$ cat config.mk
export PLATFORM = sky130hd
export DESIGN_NAME = alu_exec_unit
export DESIGN_NICKNAME = d
export VERILOG_FILES = /design/src/rtl/alu_pkg.sv /design/src/rtl/alu_exec_unit_mul.sv /design/src/rtl/alu_exec_unit.sv
export SDC_FILE = /design/constraint.sdc
export NUM_CORES = 1
export LEC_CHECK = 0
export ABC_AREA = 1
export ABC_CLOCK_PERIOD_IN_PS = 5250
export BUFFER_PORTS_ARGS = -buffer_cell sky130_fd_sc_hd__buf_2
export CAP_MARGIN = 0
export CORE_MARGIN = 2
export CORE_UTILIZATION = 55
export CTS_BUF_LIST = sky130_fd_sc_hd__clkbuf_4
export DETAILED_ROUTE_END_ITERATION = 8
export PLACE_DENSITY = 0.74
export SKIP_CTS_REPAIR_TIMING = 1
export SLEW_MARGIN = 15
export SYNTH_ARGS = -nofsm -noshare
export SYNTH_HDL_FRONTEND = slang
export SYNTH_SLANG_ARGS = --single-unit
$ cat constraint.sdc
create_clock -name clk -period 5.25 [get_ports clk]
set_input_delay 1.05 -clock clk [delete_from_list [all_inputs] [get_ports clk]]
set_output_delay 1.05 -clock clk [all_outputs]
set_load 0.05 [all_outputs]
$ cat src/rtl/alu_pkg.sv
// Shared ALU definitions: control codes used by the ALU decoder and
// the execute unit, plus the execute FSM state encoding.
package alu_pkg;

  localparam logic [2:0] ALU_AND = 3'b000;
  localparam logic [2:0] ALU_OR  = 3'b001;
  localparam logic [2:0] ALU_ADD = 3'b010;
  localparam logic [2:0] ALU_MUL = 3'b101;
  localparam logic [2:0] ALU_SUB = 3'b110;
  localparam logic [2:0] ALU_SLT = 3'b111;

  typedef enum logic {
    IDLE    = 1'b0,
    MUL_RUN = 1'b1
  } alu_state_t;

endpackage

$ cat src/rtl/alu_exec_unit_mul.sv
// Iterative shift-add multiplier datapath: one partial product per step,
// always WIDTH steps, low WIDTH bits of the product only.
module mul_shift_add #(
  parameter int WIDTH = 32
) (
  input  logic             clk,
  input  logic             rst,
  input  logic             load,
  input  logic             step,
  input  logic [WIDTH-1:0] a,
  input  logic [WIDTH-1:0] b,
  output logic [WIDTH-1:0] acc_next,
  output logic             last
);

  localparam int CW = (WIDTH > 1) ? $clog2(WIDTH) : 1;

  logic [WIDTH-1:0] mcand;
  logic [WIDTH-1:0] mplier;
  logic [WIDTH-1:0] acc;
  logic [CW-1:0]    cnt;

  // accumulator value after the current iteration
  always_comb begin
    acc_next = acc;
    if (mplier[0]) acc_next = acc + mcand;
  end

  assign last = (cnt == CW'(WIDTH - 1));

  // latch operands on load, advance one bit per step
  always_ff @(posedge clk or negedge rst) begin
    if (!rst) begin
      mcand  <= '0;
      mplier <= '0;
      acc    <= '0;
      cnt    <= '0;
    end else if (load) begin
      mcand  <= a;
      mplier <= b;
      acc    <= '0;
      cnt    <= '0;
    end else if (step) begin
      acc    <= acc_next;
      mcand  <= mcand << 1;
      mplier <= mplier >> 1;
      cnt    <= cnt + CW'(1);
    end
  end

endmodule

$ cat src/rtl/alu_exec_unit.sv
// Execute-stage ALU: single-cycle logic/arith ops plus an iterative
// multiply behind a start/done handshake; all outputs registered.
module alu_exec_unit
  import alu_pkg::*;
#(
  parameter int WIDTH = 32
) (
  input  logic             clk,
  input  logic             rst,
  input  logic             start_i,
  input  logic [2:0]       alu_ctrl_i,
  input  logic [WIDTH-1:0] src_a_i,
  input  logic [WIDTH-1:0] src_b_i,
  output logic             busy_o,
  output logic             done_o,
  output logic [WIDTH-1:0] result_o,
  output logic             zero_o
);

  alu_state_t       state;
  logic [WIDTH-1:0] alu_res;
  logic [WIDTH-1:0] mul_res;
  logic             mul_last;
  logic             mul_load;
  logic             mul_step;
  logic             is_mul;

  assign is_mul   = (alu_ctrl_i == ALU_MUL);
  assign mul_load = (state == IDLE) && start_i && is_mul;
  assign mul_step = (state == MUL_RUN);
  assign busy_o   = (state == MUL_RUN);

  // single-cycle result; reserved codes fall through to ADD
  always_comb begin
    alu_res = src_a_i + src_b_i;
    case (alu_ctrl_i)
      ALU_SUB: alu_res = src_a_i - src_b_i;
      ALU_AND: alu_res = src_a_i & src_b_i;
      ALU_OR:  alu_res = src_a_i | src_b_i;
      ALU_SLT: alu_res = {{(WIDTH-1){1'b0}},
                          $signed(src_a_i) < $signed(src_b_i)};
      default: alu_res = src_a_i + src_b_i;
    endcase
  end

  mul_shift_add #(
    .WIDTH(WIDTH)
  ) u_mul (
    .clk      (clk),
    .rst      (rst),
    .load     (mul_load),
    .step     (mul_step),
    .a        (src_a_i),
    .b        (src_b_i),
    .acc_next (mul_res),
    .last     (mul_last)
  );

  // FSM and registered outputs
  always_ff @(posedge clk or negedge rst) begin
    if (!rst) begin
      state    <= IDLE;
      result_o <= '0;
      zero_o   <= 1'b1;
      done_o   <= 1'b0;
    end else begin
      done_o <= 1'b0;
      case (state)
        IDLE: begin
          if (start_i) begin
            if (is_mul) begin
              state <= MUL_RUN;
            end else begin
              result_o <= alu_res;
              zero_o   <= (alu_res == '0);
              done_o   <= 1'b1;
            end
          end
        end
        MUL_RUN: begin
          if (mul_last) begin
            result_o <= mul_res;
            zero_o   <= (mul_res == '0);
            done_o   <= 1'b1;
            state    <= IDLE;
          end
        end
        default: state <= IDLE;
      endcase
    end
  end

endmodule
==> summary.md, run 1 <==
| Metric | Value |
|---|---|
| Pre-CTS WS | between 1 and 1.5 ns |
| Slowest library cell on the worst path | fa_1 |
| Power per cell area | around 420 nW/µm² |
| Post-route minimum period | 3.71 ns |
| Critical Path Fanout Max | 4 |
| Syn avg cell area | a little over 6 µm² |
| DRT antenna net count | 0 |
| Ys flop type | dfrtp_1 |
| Syn Std Cell Area | around 15,000 µm² |
| CP Launch Type | input port |
| DIE AREA | about 28,000 µm² |
| Number of flops mapped to enable cells by yosys | 0 |
| Syn nets | 2,667 |
| FF-to-FF End | zero_o$_DFFE_PN1P_ |
| Critical Path End | zero_o$_DFFE_PN1P_ |
| Post-synth cell types | 47 |
| Sw Pwr | between 0.003 and 0.004 W |
| Routed Wire Length | around 56,000 µm |
| Max-slew violations | 0 |
| R2r setup slk | 2.02 ns |
| GR Util All Layers | 0.394 |
| Total vias in the final route | approximately 17k |
| Starting Density | 0.556 |
| Most frequent CP cell | nand2_1 |
| Final net count | around 2.7k |
| H-tree levels | 4 |
| Worst reg2reg path depth | 11 |
| Reg-to-Reg Start | u_mul.mplier[0]$_DFFE_PN0P_ |
| Least-Margin Pin Slew | 1.07 ns |
| Sw frac | 0.558 |
| Sequential fraction of the synthesis area | 0.228 |
| Cell Rows | 60 |
| Final period utilization | 0.706 |
| CP Capture Type | flop |
| Deepest clock path buffer count | 2 |
| Final setup TNS | 0 ns |
| Clk_lat worst skew | slightly below 0.6 ns |
| RSZ-0062 raised after global routing | no |
| Area grow syn2layout | 6.25% |
| Worst path arrival time | around 4.2 ns |
| F_max | ~270 MHz |
| #FFs+latches synth | approximately 140 |
| Placed insts | roughly 2.8k |
| Leakage power | slightly below 9 nW |
| Peak VDD IR | 0.252 mV |
| Final Hold Viols | 0 |
| Die X | around 170 µm |
| Synth Instances | ~2.5k |
| Gr ovfl total | 0 |
| Worst path required time | between 5 and 6 ns |
| TritonRoute pass-1 iters | 6 |
| CP max stage delay | ~0.47 ns |
| Clock Sinks | 136 |
| HPWL after DPL | between 40,000 and 50,000 µm |
| Endpoints failing setup | 0 |
| Clock Skews | between 0.04 and 0.05 ns |
| Pwr Total | 0.00664 W |
| Clk slew on worst S/H paths | between 0.1 and 0.15 ns |
| P_int | just under 0.003 W |
| Vias in the first global route | 15.9k |
| Setup ws final | ~1.5 ns |
| Worst hold path class | reg2reg |
| DRC errors left | 0 |
| Comb pwr share | 0.613 |
| IO Count | 105 |
| CTS tree | built |
| Vias per inst | 5.87 |
| Layout Cells excl Fill | 2,871 |
| Crit Path Class | in2reg |
| Asr flop ratio synth | 1.00 |
| I/O Buffers | 104 |
| Largest net degree at the start of global routing | 110 |
| First DRT Iteration DRCs | 1,754 |
| Share of cells above drive strength 1 | 0.0941 |
| Status | complete, no violations |
| Die Y | 169 µm |
| Cts bufs inserted | 17 |
| CP Cell Sequence | buf_2, inv_1, ha_1, fa_1, inv_1, nand2_1, nand3_1, nand2_1, nand2_1, nand2_1, nand2_1, nand2_1, nand2_1, nand2_1, nand3_1, nand2_1, a21oi_1, nand3_1, nor2_1, nand2_1, nand2_1, nand2_1, nand2_1 |
| Max Cap Violations | 0 |
| WL per Instance | between 15 and 20 µm |
| Relative slew slack | 0.289 |
| Routability congestion estimate | just over 1 |
| Critical Path Start | src_a_i[0] |
| Initial antenna violation count | 2 |
| Yosys warns | 0 |
| Clock network power share | 0.110 |
| Core footprint | approximately 27,000 µm² |
| First-pass GRT wire length | about 86,000 µm |
| Seq pwr share | 0.277 |
| CTS root buf | clkbuf_4 |
layout make-up:
class | count | area [µm²]
well taps | 341 | 427
clock buffers | 17 | 128
flip-flops and latches | 136 | 3410
inverters | 406 | 1530
repair buffers | 117 | 624
fillers | 2727 | 11000
multi-input cells | 1837 | 9560
clock inverters | 15 | 158
diodes | 2 | 5.00
cell families after synthesis:
family | count (synthesis) | synth area share
fa+ha+maj | 132 | 0.112
flops | 136 | 0.228
compound gates | 329 | 0.131
simple gates | 1365 | 0.389
xor+xnor | 11 | 0.00697
buf+inv | 492 | 0.132
sequential cells by signal (all words and copies together) (netlist names):
name,count
busy_o,1
u_mul.mplier,32
result_o,32
u_mul.cnt,5
u_mul.acc,32
u_mul.mcand,32
done_o,1
zero_o,1
how the worst min path moves through the flow:
stage,from,end,slack [ns],cells after the start
after floorplan,u_mul.cnt[0]$_DFFE_PN0P_,u_mul.cnt[0]$_DFFE_PN0P_,0.47,1
after global routing,zero_o$_DFFE_PN1P_,zero_o$_DFFE_PN1P_,0.52,2
after CTS,zero_o$_DFFE_PN1P_,zero_o$_DFFE_PN1P_,0.49,2
after detailed placement,zero_o$_DFFE_PN1P_,zero_o$_DFFE_PN1P_,0.47,2
after global placement,zero_o$_DFFE_PN1P_,zero_o$_DFFE_PN1P_,0.47,2
final,zero_o$_DFFE_PN1P_,zero_o$_DFFE_PN1P_,0.49,2
placed cells by master (no fill, tap or decap), types with 23 or more instances in the layout:
cell	Yosys	layout
a21oi_1	102	102
a31oi_1	26	26
buf_2	16	103
dfrtp_1	135	134
ha_1	129	129
inv_1	375	375
inv_2	24	23
nand2_1	774	773
nand3_1	262	261
nand4_1	36	36
nor2_1	199	198
o211ai_1	32	32
o21ai_0	95	95
cells in the mapped netlist, types with 2 or more instances:
library cell,n,area share
nand2_1,774,0.19
inv_1,375,0.094
nand3_1,262,0.088
nor2_1,199,0.050
dfrtp_1,135,0.23
ha_1,129,0.11
a21oi_1,102,0.034
o21ai_0,95,0.032
clkbuf_1,46,0.012
nand4_1,36,0.015
o211ai_1,32,0.016
a31oi_1,26,0.011
inv_2,24,0.0060
nor3_1,21,0.0071
nor2_2,17,0.0071
a22oi_1,16,0.0081
buf_2,16,0.0054
nand2_2,16,0.0067
o221ai_1,15,0.0088
buf_4,13,0.0065
o21bai_1,11,0.0055
o22ai_1,11,0.0046
or2_2,10,0.0042
a211oi_1,8,0.0040
nand3b_1,8,0.0040
clkinv_1,7,0.0018
a21oi_2,6,0.0035
buf_6,6,0.0045
xnor2_1,6,0.0035
and2_1,5,0.0021
buf_1,5,0.0013
nand3_2,5,0.0034
nor2_4,5,0.0038
xor2_1,4,0.0024
fa_1,3,0.0040
nor4_1,3,0.0013
o21a_1,2,0.0010
or2_1,2,0.00084
layer usage:
layer | GRT usage | vias to the layer above | part of all wire
li1 | - | 8007 | -
met1 | 0.532 | 7880 | 0.42
met2 | 0.636 | 843 | 0.45
met3 | 0.0655 | 124 | 0.092
met4 | 0.147 | 0 | 0.038
met5 | 0 | - | 0
power by group through the flow:
| stage | registers (W) | logic (W) | clock network (W) |
|---|---|---|---|
| floorplan | 0.00218 | 0.00252 | 0 |
| global placement | 0.00183 | 0.00389 | 0 |
| detailed placement | 0.00184 | 0.00397 | 0 |
| CTS | 0.00182 | 0.00399 | 0.000729 |
| global route | 0.00187 | 0.00450 | 0.000774 |
| finish | 0.00184 | 0.00407 | 0.000732 |
stage by stage:
stage                     utilization  cell area [µm²]  hold WS (ns)
after global routing            0.591            15800         0.515
after global placement          0.580            15500         0.472
after detailed placement        0.580            15500         0.467
final                           0.591            15800         0.490
after CTS                       0.591            15800         0.486
after floorplan                     -            14900         0.471
critical path: cells and delay by family:
kind                     cells  cell delay, ns
AND/OR/NAND/NOR             17            1.68
adder cells (fa/ha/maj)      2            0.76
AO/OA/AOI/OAI                1            0.37
buffers and inverters        3            0.36
Power figures use the tool's default switching activity.
==> inputs of run 2 (changes only) <==
- ABC_AREA: 1 -> 0
- ABC_CLOCK_PERIOD_IN_PS: 5250 -> 3800
- clock period: 5.25 -> 3.8 ns (I/O delays scaled with it)
==> run 2 against run 1 <==
Net effect: routed wire length decreased by 16%; clock skew fell by 0.0072 ns; flip-flop and latch count unchanged; final cell count decreased by 19%.
==> summary.md, run 2 <==
| Metric | Value |
|---|---|
| Yosys top cell by area | dfrtp_1 |
| Final net count | 2,192 |
| Power per cell area | between 500 and 600 nW/µm² |
| Endpoints failing setup | 0 |
| Synth Instances | between 1.5k and 2k |
| CTS root buf | clkbuf_4 |
| Top cells by count, synth | nand2_1 (280), dfrtp_1 (135), a21oi_1 (134), ha_1 (129), nor2_1 (120) |
| Number of flops mapped to enable cells by yosys | 0 |
| First-pass GRT wire length | around 74,000 µm |
| Worst Path Buf+Inv | 1 |
| Yosys warns | 0 |
| CP max stage delay | between 0.5 and 0.6 ns |
| F_max | ~270 MHz |
| CP Cell Sequence | ha_1, fa_2, buf_4, a21o_1, a211oi_2, o2bb2ai_2, or4_1, nor4_2, nand4_1, nor3_2, nand4_1, nor4_2, a41oi_1, o21ai_1 |
| Area of placed instances | around 16,000 µm² |
| Most common cell after layout, fill and taps aside | nand2_1 |
| Leakage power | approximately 8.0 nW |
| Largest net degree at the start of global routing | 78 |
| Clock Sinks | 136 |
| CP Capture Type | flop |
| Status | complete, no violations |
| Delay-heaviest family, CP | simple AND/OR/NAND/NOR gates |
| DIE AREA | 25,200 µm² |
| Asr flop ratio synth | 1.00 |
| Starting Density | 0.561 |
| Least-Margin Pin Slew | between 0.7 and 0.8 ns |
| CP Launch Type | flop |
| Gr ovfl total | 0 |
| WL per Instance | between 20 and 25 µm |
| Design area | around 16,000 µm² |
| Initial antenna violation count | 1 |
| Post-synth cell types | 88 |
| Peak VDD IR | ~0.54 mV |
| DRC errors left | 0 |
| Routability congestion estimate | around 0.98 |
| Worst path arrival time | roughly 4.2 ns |
| Slowest library cell on the worst path | or4_1 |
| Die Y | 159 µm |
| GR Util All Layers | 0.368 |
| I/O Buffers | 104 |
| Vias per inst | 6.16 |
| Pwr Total | around 0.0092 W |
| Total vias in the final route | about 14k |
| DRT antenna net count | 0 |
| Most frequent cells in the layout | nand2_1 (280), buf_4 (256), a21oi_1 (134), dfrtp_1 (133), ha_1 (129) |
| TritonRoute pass-1 iters | 9 |
| Core footprint | between 20,000 and 25,000 µm² |
| #FFs+latches synth | 136 |
| Critical Path Fanout Max | 3 |
| Cell Rows | between 50 and 60 |
| Clock Skews | around 0.036 ns |
| Share of the synthesized area in the top cell type | 0.256 |
| Clk slew on worst S/H paths | 0.16 ns |
| Worst path required time | between 4 and 5 ns |
| Final setup TNS | 0 ns |
| Dominant cells by area after synthesis | dfrtp_1 (26%), ha_1 (12%), nand2_1 (8.0%), a21oi_1 (5.1%), a22oi_1 (3.9%) |
| Syn avg cell area | approximately 7.7 µm² |
| Syn Std Cell Area | approximately 13,000 µm² |
| Deepest clock path buffer count | 2 |
| Worst hold path class | in2async |
| Area grow syn2layout | 21.5% |
| CTS tree | built |
| Final period utilization | 0.961 |
| Cts bufs inserted | 17 |
| Relative slew slack | 0.469 |
| Ys flop type | dfrtp_1 |
| Crit Path Class | reg2reg |
| Layout Cells excl Fill | between 2k and 2.5k |
| IO Count | 105 |
| HPWL after DPL | between 30,000 and 40,000 µm |
| Post-route minimum period | between 3 and 4 ns |
| H-tree levels | 4 |
| Placed insts | between 2k and 2.5k |
| Sequential fraction of the synthesis area | 0.258 |
| Final Hold Viols | 0 |
| Share of cells above drive strength 1 | 0.232 |
| Die X | 159 µm |
| First DRT Iteration DRCs | 1,550 |
| Max-slew violations | 0 |
| Max Cap Violations | 0 |
| Vias in the first global route | approximately 14k |
| Routed Wire Length | approximately 47,000 µm |
| Syn nets | ~1.9k |
| Clk_lat worst skew | roughly 0.6 ns |
| Most frequent cell after synthesis | nand2_1 |
-- run 2: cell count changes after synthesis, moves of 25 or more --
| cell | previous run | this run |
|---|---|---|
| nand2_1 | 774 | 280 |
| a21o_1 | 0 | 37 |
| nand3_1 | 262 | 29 |
| a22oi_1 | 16 | 69 |
| a21oi_1 | 102 | 134 |
| nor2_1 | 199 | 120 |
| inv_1 | 375 | 110 |
| clkbuf_1 | 46 | 71 |
-- run 2: path summary, 6_finish.rpt --
kind | startpoint | end | slack [ns] | cells after the start
min in group clk | src_b_i[27] | u_mul.mplier[27]$_DFFE_PN0P_ | 0.40 | 3
max in group asynchronous | rst | u_mul.acc[0]$_DFFE_PN0P_ | 2.77 | 2
setup reg to reg | u_mul.mcand[0]$_DFFE_PN0P_ | zero_o$_DFFE_PN1P_ | 0.15 | 14
hold reg to reg | u_mul.mplier[1]$_DFFE_PN0P_ | u_mul.mplier[1]$_DFFE_PN0P_ | 0.50 | 2
setup / recovery | u_mul.mcand[0]$_DFFE_PN0P_ | zero_o$_DFFE_PN1P_ | 0.15 | 14
hold / removal | rst | u_mul.mplier[8]$_DFFE_PN0P_ | 0.16 | 1
-- run 2: area by class of cell --
class                           count  area [µm²]
Multi-Input combinational cell   1362        8990
Fill cell                        2006        7460
Sequential cell                   136        3410
Timing Repair Buffer              362        2490
Inverter                          111         417
Tap cell                          319         399
Clock inverter                     15         174
Clock buffer                       17         128
Antenna cell                        1        2.50
-- run 2: logic make-up after synthesis --
logic type                 count (synthesis)  share of synthesized area
AOI/OAI and AO/OA                        587                      0.301
and+or+nand+nor                          572                      0.196
buffers and inverters                    214                     0.0649
DFF                                      136                      0.258
adders and majority gates                132                      0.127
muxes                                     36                     0.0294
xor gates and xnor gates                  35                     0.0233
-- run 2: worst register-to-register path, delay by kind of cell (launching register included) --
| family | cells | cell delay (ns) |
|---|---|---|
| adder cells (fa/ha/maj) | 2 | 0.62 |
| flip-flops | 1 | 0.44 |
| buffers and inverters | 1 | 0.16 |
| AO/OA/AOI/OAI | 5 | 0.76 |
| AND/OR/NAND/NOR | 6 | 1.61 |
-- run 2: routing by layer --
metal	routed length, µm	track usage	vias up
met5	0	0	-
met4	1310	0.118	0
met3	4720	0.0893	107
met2	20600	0.558	696
met1	20600	0.516	6770
li1	-	-	6741
-- run 2: power breakdown --
part	total (W)	internal, W	switching [W]
clock network	0.00106	0.000311	0.000748
registers	0.00251	0.00203	0.000478
logic	0.00565	0.00208	0.00356
total	0.00921	0.00442	0.00479
-- run 2: metrics by stage --
step / hold WS [ns] / util / worst slack, ns
floorplan: 0.447 / - / 0.300
finish: 0.158 / 0.682 / 0.150
CTS: 0.179 / 0.679 / 0.0340
global route: 0.230 / 0.682 / -0.00237
global placement: 0.459 / 0.666 / -0.237
detailed placement: 0.463 / 0.666 / -0.329
